## config.mk

```make
export PLATFORM = sky130hd
export DESIGN_NAME = conv_skew_feeder
export DESIGN_NICKNAME = d
export VERILOG_FILES = /design/src/rtl/conv_skew_feeder.sv
export SDC_FILE = /design/constraint.sdc
export NUM_CORES = 1
export LEC_CHECK = 0
export ABC_AREA = 1
export BUFFER_PORTS_ARGS = -buffer_cell sky130_fd_sc_hd__clkbuf_2
export CELL_PAD_IN_SITES_DETAIL_PLACEMENT = 1
export CELL_PAD_IN_SITES_GLOBAL_PLACEMENT = 1
export CORE_MARGIN = 2
export CORE_UTILIZATION = 42
export DETAILED_ROUTE_END_ITERATION = 6
export PLACE_DENSITY = 0.91
export SLEW_MARGIN = 20
export SYNTH_ARGS = -nofsm -noshare
export SYNTH_HDL_FRONTEND = slang
export SYNTH_SLANG_ARGS = --single-unit
```

## constraint.sdc

```tcl
create_clock -name Clk -period 5.1 [get_ports Clk]
set_clock_uncertainty 0.2 [all_clocks]
set_input_delay 0.255 -clock Clk [delete_from_list [all_inputs] [get_ports Clk]]
set_output_delay 0.255 -clock Clk [all_outputs]
set_load 0.005 [all_outputs]
```

## src/rtl/conv_skew_feeder.sv

```systemverilog
// conv_skew_feeder: captures one 3x3 window and replays it as the diagonally
// skewed lane stream F1..F9, followed by a zero-output flush gap.
module conv_skew_feeder #(
    parameter int N    = 32,
    parameter int HOLD = 4,
    parameter int GAP  = 3
) (
    input  logic           Clk,
    input  logic           Rst_n,
    input  logic           Sclr,
    input  logic           in_valid,
    output logic           in_ready,
    input  logic [9*N-1:0] in_win,
    output logic [N-1:0]   F1,
    output logic [N-1:0]   F2,
    output logic [N-1:0]   F3,
    output logic [N-1:0]   F4,
    output logic [N-1:0]   F5,
    output logic [N-1:0]   F6,
    output logic [N-1:0]   F7,
    output logic [N-1:0]   F8,
    output logic [N-1:0]   F9,
    output logic           busy,
    output logic           frame_start,
    output logic           frame_done
);
    localparam int FRAME = 9 + HOLD;
    localparam int CW    = 5;

    typedef enum logic [1:0] {S_IDLE, S_RUN, S_GAP} state_t;

    state_t             state_q, state_d;
    logic [CW-1:0]      cnt_q, cnt_d;
    logic [9*N-1:0]     win_q, win_d;
    logic [8:0][N-1:0]  f_q, f_d;

    always_comb begin
        state_d = state_q;
        cnt_d   = cnt_q;
        win_d   = win_q;
        unique case (state_q)
            S_IDLE: if (in_valid) begin
                state_d = S_RUN;
                cnt_d   = '0;
                win_d   = in_win;
            end
            S_RUN: if (cnt_q == CW'(FRAME - 1)) begin
                state_d = (GAP == 0) ? S_IDLE : S_GAP;
                cnt_d   = '0;
            end else begin
                cnt_d = cnt_q + 1'b1;
            end
            S_GAP: if (cnt_q == CW'(GAP - 1)) begin
                state_d = S_IDLE;
                cnt_d   = '0;
            end else begin
                cnt_d = cnt_q + 1'b1;
            end
            default: state_d = S_IDLE;
        endcase
        if (Sclr) begin
            state_d = S_IDLE;
            cnt_d   = '0;
            win_d   = '0;
        end
        // Lanes are computed for the upcoming frame cycle so they leave registered.
        for (int k = 0; k < 9; k++)
            f_d[k] = (state_d == S_RUN && cnt_d >= CW'(k + 1) && cnt_d <= CW'(k + HOLD))
                     ? win_q[N*(k+1)-1 -: N] : '0;
    end

    always_ff @(posedge Clk or negedge Rst_n) begin
        if (!Rst_n) begin
            state_q <= S_IDLE;
            cnt_q   <= '0;
            win_q   <= '0;
            f_q     <= '0;
        end else begin
            state_q <= state_d;
            cnt_q   <= cnt_d;
            win_q   <= win_d;
            f_q     <= f_d;
        end
    end

    assign in_ready    = (state_q == S_IDLE);
    assign busy        = (state_q != S_IDLE);
    assign frame_start = (state_q == S_RUN) && (cnt_q == '0);
    assign frame_done  = (state_q == S_RUN) && (cnt_q == CW'(FRAME - 1));

    assign F1 = f_q[0];
    assign F2 = f_q[1];
    assign F3 = f_q[2];
    assign F4 = f_q[3];
    assign F5 = f_q[4];
    assign F6 = f_q[5];
    assign F7 = f_q[6];
    assign F8 = f_q[7];
    assign F9 = f_q[8];
endmodule

```

# After elaboration in Yosys (flattened, before gate mapping)
# Index checks and enable logic that the tools add are counted.
word_totals:
  register_bits: 583
  wordCells: 84
  in_bits: 292
  output_inout_bits: 292
classes:
  n_addsub: 1
  n_lt_le_gt_ge: 18
  mux: 22
  n_reduce_logical: 26
  n_eq_ne: 5
ops:
  columns: ["operator", "n"]
  rows:
  - ["two-way mux 288 bit", 3]
  - ["two-way mux 32 bit", 9]
  - ["less-or-equal comparator 5 x 4 -> 1 bit (second input constant)", 5]
  - ["greater-or-equal comparator 5 x 3 -> 1 bit (second input constant)", 4]
  - ["less-or-equal comparator 5 x 3 -> 1 bit (second input constant)", 4]
  - ["logical AND 1 bit", 20]
  - ["two-way mux 5 bit", 4]
  - ["one-hot mux 5 bit (3 select lines)", 1]
  - ["greater-or-equal comparator 5 x 2 -> 1 bit (second input constant)", 2]
  - ["greater-or-equal comparator 5 x 4 -> 1 bit (second input constant)", 2]
  - ["two-way mux 2 bit", 4]
  - ["one-hot mux 2 bit (3 select lines)", 1]
  - ["nonzero test 2 bit", 3]
  - ["adder 5 x 1 -> 5 bit (second input constant)", 1]
  - ["== test 5 x 2 -> 1 bit (second input constant)", 1]
  - ["== test 5 x 4 -> 1 bit (second input constant)", 1]
  - ["greater-or-equal comparator 5 x 1 -> 1 bit (second input constant)", 1]
  - ["logical NOT 5 bit", 1]
  - ["== test 2 x 1 -> 1 bit (second input constant)", 2]
  - ["== test 2 bit (second input constant)", 1]
  - ["logical NOT 2 bit", 1]
  - ["AND reduction 2 bit", 1]

# Depth between registers and ports, before layout
# Gate-level depths: netlist (run 1).
logic_depth:
  word_depth: 8
  ltp_mapped: 16
  mapped_depth_nobuf: 15

# Worst setup path after synthesis (run 1)
# Ideal clock, no wire load.
synth_path:
  path_kind: "register -> register"
  start: "reg cnt_q[0]"
  end: "reg f_q (netlist bit F5[10])"
  period_less_slack_ns: 2.226
  stages_incl_launch_ff: 16
  setup_time_ns: 0.125
  path_buffers: 2
  setup_slack_ns: 2.874
  t_required_ns: 4.775
  arrival_time_ns: 1.901
  cell_sequence: "dfrtp_1 > inv_1 > ha_1 > inv_1 > nor2_1 > nand2_2 > nand2_2 > nand2_1 > nand3_1 > nand2_1 > nand3_1 > buf_4 > nand3_2 > nor2_4 > buf_4 > nor3_2"
synth_lines:
  columns: ["item", "line_no", "rtl"]
  rows:
  - ["from (decl)", "33", "logic [CW-1:0] cnt_q, cnt_d;"]
  - ["from (signal assigned)", "80", "cnt_q <= cnt_d;"]
  - ["to (signal assigned)", "77", "f_q <= '0;"]
  - ["to (signal assigned)", "82", "f_q <= f_d;"]
  - ["to (decl)", "35", "logic [8:0][N-1:0] f_q, f_d;"]

==> impl_metrics.tcl, run 1 <==
set metrics [dict create \
    status "completed" \
    netlist_area_um2 21200 \
    synthesis.nets 2278 \
    ys_warn_count 0 \
    start_util_pct 42.5 \
    drcViolationCount 0 \
    cts_buffers 58 \
    worst_setup_path_end_kind "flip-flop" \
    antenna_found_initial 15 \
    dp_cells 3128 \
    top_layer "met5" \
    p_clk_share_pct 44.2 \
    ys_types 26 \
    drive_gt1_share_pct 27.7 \
    ant_nets 0 \
    io_pins 584 \
    die_area_um2 52300 \
    layout_common_cells "dfrtp_1, clkbuf_2, nand3_1, inv_1, dlygate4sd3_1" \
    switchingPower_mw 2.74 \
    overflow 0 \
    pwr-share-seq_pct 46.1 \
    p_per_area_nw_per_um2 355 \
    grt_max_degree 150 \
    drt_iter0_drc 1739 \
    post_cts_resized 0 \
    root_buffer "clkbuf_16" \
    p_int_mw 7.81 \
    max_freq_mhz 271 \
    layout.nets 3101 \
    stdcell_count 3540 \
    final_common_cell "dfrtp_1" \
    yosysSeqAreaShare_pct 68.8 \
    synth_area_per_cell_um2 10.7 \
    clock_latency_ps 600 \
    wl_met3_mm 6.19 \
    crit_fanout 32 \
    worstPathArrival_ps 3950 \
    fillers 5383 \
    final_core_util_pct 59.4 \
    setup_ws_ps 1420 \
    drv_slew 0 \
    fin_area_um2 29700 \
    syn_inst 1983 \
    vias_per_cell 5.50 \
    cts_tree "yes" \
    dr.pass1.iters 5 \
    p_sw_share_pct 26.0 \
    fin_crit_sh_pct 72.2 \
    cts_htree_levels 2 \
    slew_headroom_pct 26.6 \
    comb_power_share_pct 9.7 \
    setup_violations 0 \
    grt_use_total_pct 35.9 \
    cts_buffer_depth 3 \
    dr_total_vias 19500 \
    placed_cell_area_um2 24700 \
    max-cap-violations 0 \
    synth_seq_cells 583 \
    core_area_um2 50000 \
    rsz0062_at_grt "false" \
    rows 82 \
    grt_pass1_vias 22300 \
    tightest_slew_ps 1100 \
    post_cts_buffers 0 \
    place_worst_setup_slack_ps 1540 \
    die_x_um 229 \
    port_buffers 583 \
    wl_met1_mm 32.2 \
    peakVddDrop_mv 0.374 \
    grt_first_pass_wirelength_mm 142 \
    drt-wirelength-per-cell_um 26.7 \
    die_h_um 229 \
    clk_pin_slew_ps 70 \
    period_minus_slack_ps 3680 \
    place_hpwl_mm 46.2 \
    cts_num_sinks 583 \
    wl_met2_mm 48.0 \
    syn_to_final_growth_pct 39.9 \
    cp_data_required_time_ps 5370 \
    p_total_mw 10.5 \
    hold_path_class "in2reg" \
    setup_tns_ps 0 \
    hold_viol_final 0 \
    gp_congestion 0.916 \
    finalHoldWorstSlack_ps 67.6 \
    wl_mm 94.3 \
    p_leak_nw 14.6 \
    cp-start-kind "flip-flop" \
    worstSetupPathType "reg2reg" \
]
==> state kept, by name (all words and copies together), names as in the netlist <==
register  cells
win_q       288
F1           32
F2           32
F3           32
F4           32
F5           32
F6           32
F7           32
F8           32
F9           32
cnt_q         5
state_q       2
==> power by group through the flow <==
stage / clock network [mW] / registers [mW] / logic (mW)
finish: 4.66 / 4.86 / 1.03
global route: 4.86 / 4.87 / 1.10
CTS: 4.57 / 4.85 / 0.960
detailed placement: 0 / 4.93 / 0.750
global placement: 0 / 4.91 / 0.703
floorplan: 0 / 4.91 / 0.365
==> per-layer routing <==
metal	vias to the layer above	GRT usage, %
met5	-	0
met4	4	27.5
met3	443	7.77
met2	1119	62.6
met1	9953	38.1
li1	7955	-
==> worst paths after layout <==
check,slack (ps),startpoint,cells past startpoint,endpoint
min in group asynchronous,170,Rst_n,2,F3[6]
max in group asynchronous,3240,Rst_n,3,F8[12]
worst min-delay path,70,in_valid,5,state_q[0]
worst min register to register,290,win_q[190],2,F6[30]
worst max-delay path,1420,cnt_q[0],14,F2[3]
worst max register to register,1420,cnt_q[0],14,F2[3]
==> area by class of cell <==
class / instances / area, um^2 / share of cell area [%]
inverter: 310 / 1170 / 3.95
clock buffer: 84 / 1730 / 5.84
clock inverter: 24 / 292 / 0.982
tap: 672 / 841 / 2.83
sequential: 583 / 14600 / 49.2
antenna: 14 / 35.0 / 0.118
timing repair buffer: 894 / 6080 / 20.5
multi-input combinational: 959 / 4940 / 16.7
==> critical path, stage by stage (launching register included) <==
cell and delay (ps):
dfrtp_1 430, inv_1 150, ha_1 160, inv_1 30, nor2_1 140, nand2_2 130, nand2_2 110, nand2_1 100
nand3_1 80, nand2_1 70, nand3_1 360, nand2_1 140, inv_2 120, nand4_2 790, nor2_1 540
==> cell usage after synthesis (all sizes together) <==
cell type | n | area (um^2)
o21ai | 291 | 1470
and2 | 1 | 6.26
and3 | 1 | 6.26
nand2 | 39 | 159
ha | 3 | 37.5
buf | 34 | 184
dfrtp | 583 | 14600
nor2 | 207 | 805
clkbuf | 97 | 364
nand3 | 310 | 1580
nand4 | 6 | 50.0
a21oi | 3 | 18.8
nor3 | 98 | 791
inv | 310 | 1160
==> cells by family (layout without fill, tap and decap cells) <==
family,after synthesis,in the layout,share of synthesized area (%)
other cells,0,14,0
compound gates,294,294,7.01
buf+inv,441,1312,8.07
fa+ha+maj,3,3,0.177
flops,583,583,68.8
simple gates,662,662,16.0
==> timing repair <==
item | 4_1_cts | 5_1_grt
hold endpoints to repair | 389 | 0
endpoints found under the setup margin | 0 | 0
hold buffers | 290 | 0
No activity file was read; power rests on OpenSTA's default activity.
==> run 2, diff against run 1 <==
--- a/config.mk
+++ b/config.mk
@@ -5,14 +5,14 @@
 export SDC_FILE = /design/constraint.sdc
 export NUM_CORES = 1
 export LEC_CHECK = 0
-export ABC_AREA = 1
+export ABC_AREA = 0
 export BUFFER_PORTS_ARGS = -buffer_cell sky130_fd_sc_hd__clkbuf_2
 export CELL_PAD_IN_SITES_DETAIL_PLACEMENT = 1
 export CELL_PAD_IN_SITES_GLOBAL_PLACEMENT = 1
 export CORE_MARGIN = 2
-export CORE_UTILIZATION = 42
+export CORE_UTILIZATION = 37
 export DETAILED_ROUTE_END_ITERATION = 6
-export PLACE_DENSITY = 0.91
+export PLACE_DENSITY = 0.83
 export SLEW_MARGIN = 20
 export SYNTH_ARGS = -nofsm -noshare
 export SYNTH_HDL_FRONTEND = slang
==> constraint.sdc (replaced) <==
create_clock -name Clk -period 2.95 [get_ports Clk]
set_clock_uncertainty 0.2 [all_clocks]
set_input_delay 0.1475 -clock Clk [delete_from_list [all_inputs] [get_ports Clk]]
set_output_delay 0.1475 -clock Clk [all_outputs]
set_load 0.005 [all_outputs]
==> impl_metrics.tcl, run 2 <==
set metrics [dict create \
    max_freq_mhz 345 \
    ys_warn_count 0 \
    synthesis.nets 1684 \
    p_leak_nw 15.7 \
    synthTopCellsByArea "dfrtp_1, a22o_1, and3_1, and2_1, clkbuf_1" \
    setup_violations 0 \
    core_area_um2 53700 \
    io_pins 584 \
    finalHoldWorstSlack_ps 42.7 \
    yosysMostFrequentCell "dfrtp_1" \
    netlist_area_um2 20100 \
    period_minus_slack_ps 2900 \
    cts_num_sinks 583 \
    vias_per_cell 5.47 \
    hold_path_class "in2reg" \
    cts_tree "yes" \
    grt_pass1_vias 18800 \
    clk_pin_slew_ps 70 \
    synth_edf_count 0 \
    slew_headroom_pct 57.0 \
    synth_ff_type "dfrtp_1" \
    die_x_um 237 \
    crit_fanout 16 \
    ys_types 50 \
    async_flop_share_pct 100 \
    gp_congestion 0.885 \
    cts_htree_levels 2 \
    hold_viol_final 0 \
    die_h_um 237 \
    worstPathArrival_ps 3220 \
    largest_reg_flops 288 \
    p_per_area_nw_per_um2 624 \
    syn_to_final_growth_pct 45.6 \
    yosysSeqAreaShare_pct 72.6 \
    dr_total_vias 16500 \
    cts_buffer_depth 3 \
    worstSetupPathType "reg2reg" \
    wl_mm 82.8 \
    worst_setup_path_end_kind "flip-flop" \
    status "completed" \
    layout_common_cells "dfrtp_1, clkbuf_2, dlygate4sd3_1, a22o_1, and3_1" \
    drcViolationCount 0 \
    max_stage_delay_ps 440 \
    syn_inst 1389 \
    cp_common_cell "buf_12" \
    max-cap-violations 0 \
    dp_cells 2597 \
    peakVddDrop_mv 0.566 \
    clock_latency_ps 600 \
    rows 85 \
    port_buffers 583 \
    synth_top_cell_by_area "dfrtp_1" \
    fin_crit_sh_pct 98.2 \
    synth_seq_cells 583 \
    ant_nets 0 \
    top_register "win_q" \
    synthTopCellsByCount "dfrtp_1, a22o_1, and3_1" \
    critPathSlowestCell "dfrtp_2" \
    grt_max_degree 124 \
    drt-wirelength-per-cell_um 27.5 \
    cp-start-kind "flip-flop" \
    cts_buffers 60 \
    stdcell_count 3013 \
    p_total_mw 18.2 \
    drt_iter0_drc 1150 \
    path_cells "inv_2, ha_1, nor4b_4, buf_4, nor2_2, a221o_1, a21o_1, o32ai_4, buf_12, buf_12, and3_1" \
    drv_slew 0 \
    synth_top_area_share_pct 72.6 \
    layout.nets 2556 \
    place_hpwl_mm 43.8 \
    fillers 5391 \
    drive_gt1_share_pct 33.2 \
    synth_area_per_cell_um2 14.5 \
    dr.pass1.iters 5 \
    overflow 0 \
    grt_use_total_pct 28.7 \
    antenna_found_initial 9 \
    root_buffer "clkbuf_16" \
    tightest_slew_ps 645 \
    cp_data_required_time_ps 3270 \
    grt_first_pass_wirelength_mm 121 \
    start_util_pct 37.4 \
    die_area_um2 56200 \
]
-- run 2: cell count changes after synthesis, sizes merged, moves of 5 or more --
cell,change
buf,-19
a22o,+288
nor3,-64
inv,-306
and3,+191
o21ai,-289
clkbuf,+7
nand3,-306
nor2,-198
and2,+64
a21oi,+5
-- run 2: final cells by class --
type / count / area, um^2 / area share, %
antenna: 10 / 25.0 / 0.0856
clock buffer: 82 / 1730 / 5.90
clock inverter: 26 / 357 / 1.22
inverter: 4 / 15.0 / 0.0513
multi-input combinational: 683 / 5050 / 17.3
sequential: 583 / 14600 / 49.9
tap: 696 / 871 / 2.98
timing repair buffer: 929 / 6610 / 22.6
-- run 2: power by group --
part | internal (mW) | total, mW | switching [mW] | leakage, nW
Clock | 4.80 | 8.23 | 3.43 | 1.03
Sequential | 8.26 | 8.46 | 0.205 | 7.99
Combinational | 0.734 | 1.55 | 0.820 | 6.71
Total | 13.8 | 18.2 | 4.46 | 15.7
-- run 2: final timing paths --
path | start | endpoint | slack [ps] | cells after the start
worst max-delay path | cnt_q[0] | F5[17] | 50 | 11
worst min-delay path | in_valid | win_q[97] | 40 | 4
worst max register to register | cnt_q[0] | F5[17] | 50 | 11
worst min register to register | win_q[243] | F8[19] | 280 | 1
max in group asynchronous | Rst_n | F1[30] | 1920 | 4
min in group asynchronous | Rst_n | win_q[25] | 130 | 3
-- run 2: repair_timing --
item                                    4_1_cts  5_1_grt
buffers inserted                              0        5
hold buffers                                292        0
resized for setup                             0       11
endpoints found under the hold margin       795        0
endpoints found under the setup margin        0      178
-- run 2: cell families after synthesis --
| kind of cell | count (synthesis) | synth area share (%) |
|---|---|---|
| xor+xnor | 3 | 0.131 |
| buf+inv | 123 | 2.60 |
| flops | 583 | 72.6 |
| simple gates | 358 | 10.6 |
| fa+ha+maj | 3 | 0.187 |
| compound gates | 317 | 13.8 |
| mux | 2 | 0.137 |
-- run 2: per-layer routing --
layer	share of wire, %	vias to the layer above	routed length, um	track usage [%]
met5	0.022	-	18	0
met1	35	8592	28700	30.4
met2	54	808	44300	52.4
met3	5.7	300	4720	5.83
met4	6.1	2	5020	17.6
li1	-	6769	-	-
-- run 2: critical path: cells and delay by family, from the launching register on --
kind | cells | cell delay (ps)
AND/OR/NAND/NOR | 3 | 520
AO/OA/AOI/OAI | 3 | 940
flip-flops | 1 | 440
buffers and inverters | 4 | 580
adder cells (fa/ha/maj) | 1 | 150
-- run 2: stage by stage --
step                instance area, um^2  setup WS [ps]  utilization, %  TNS, ps
floorplan                         20100            481               -        0
global placement                  24100            245            44.9        0
detailed placement                24100            162            44.9        0
CTS                               29100           74.9            54.2        0
global route                      29200          -61.5            54.5     -561
finish                            29200           54.1            54.5        0
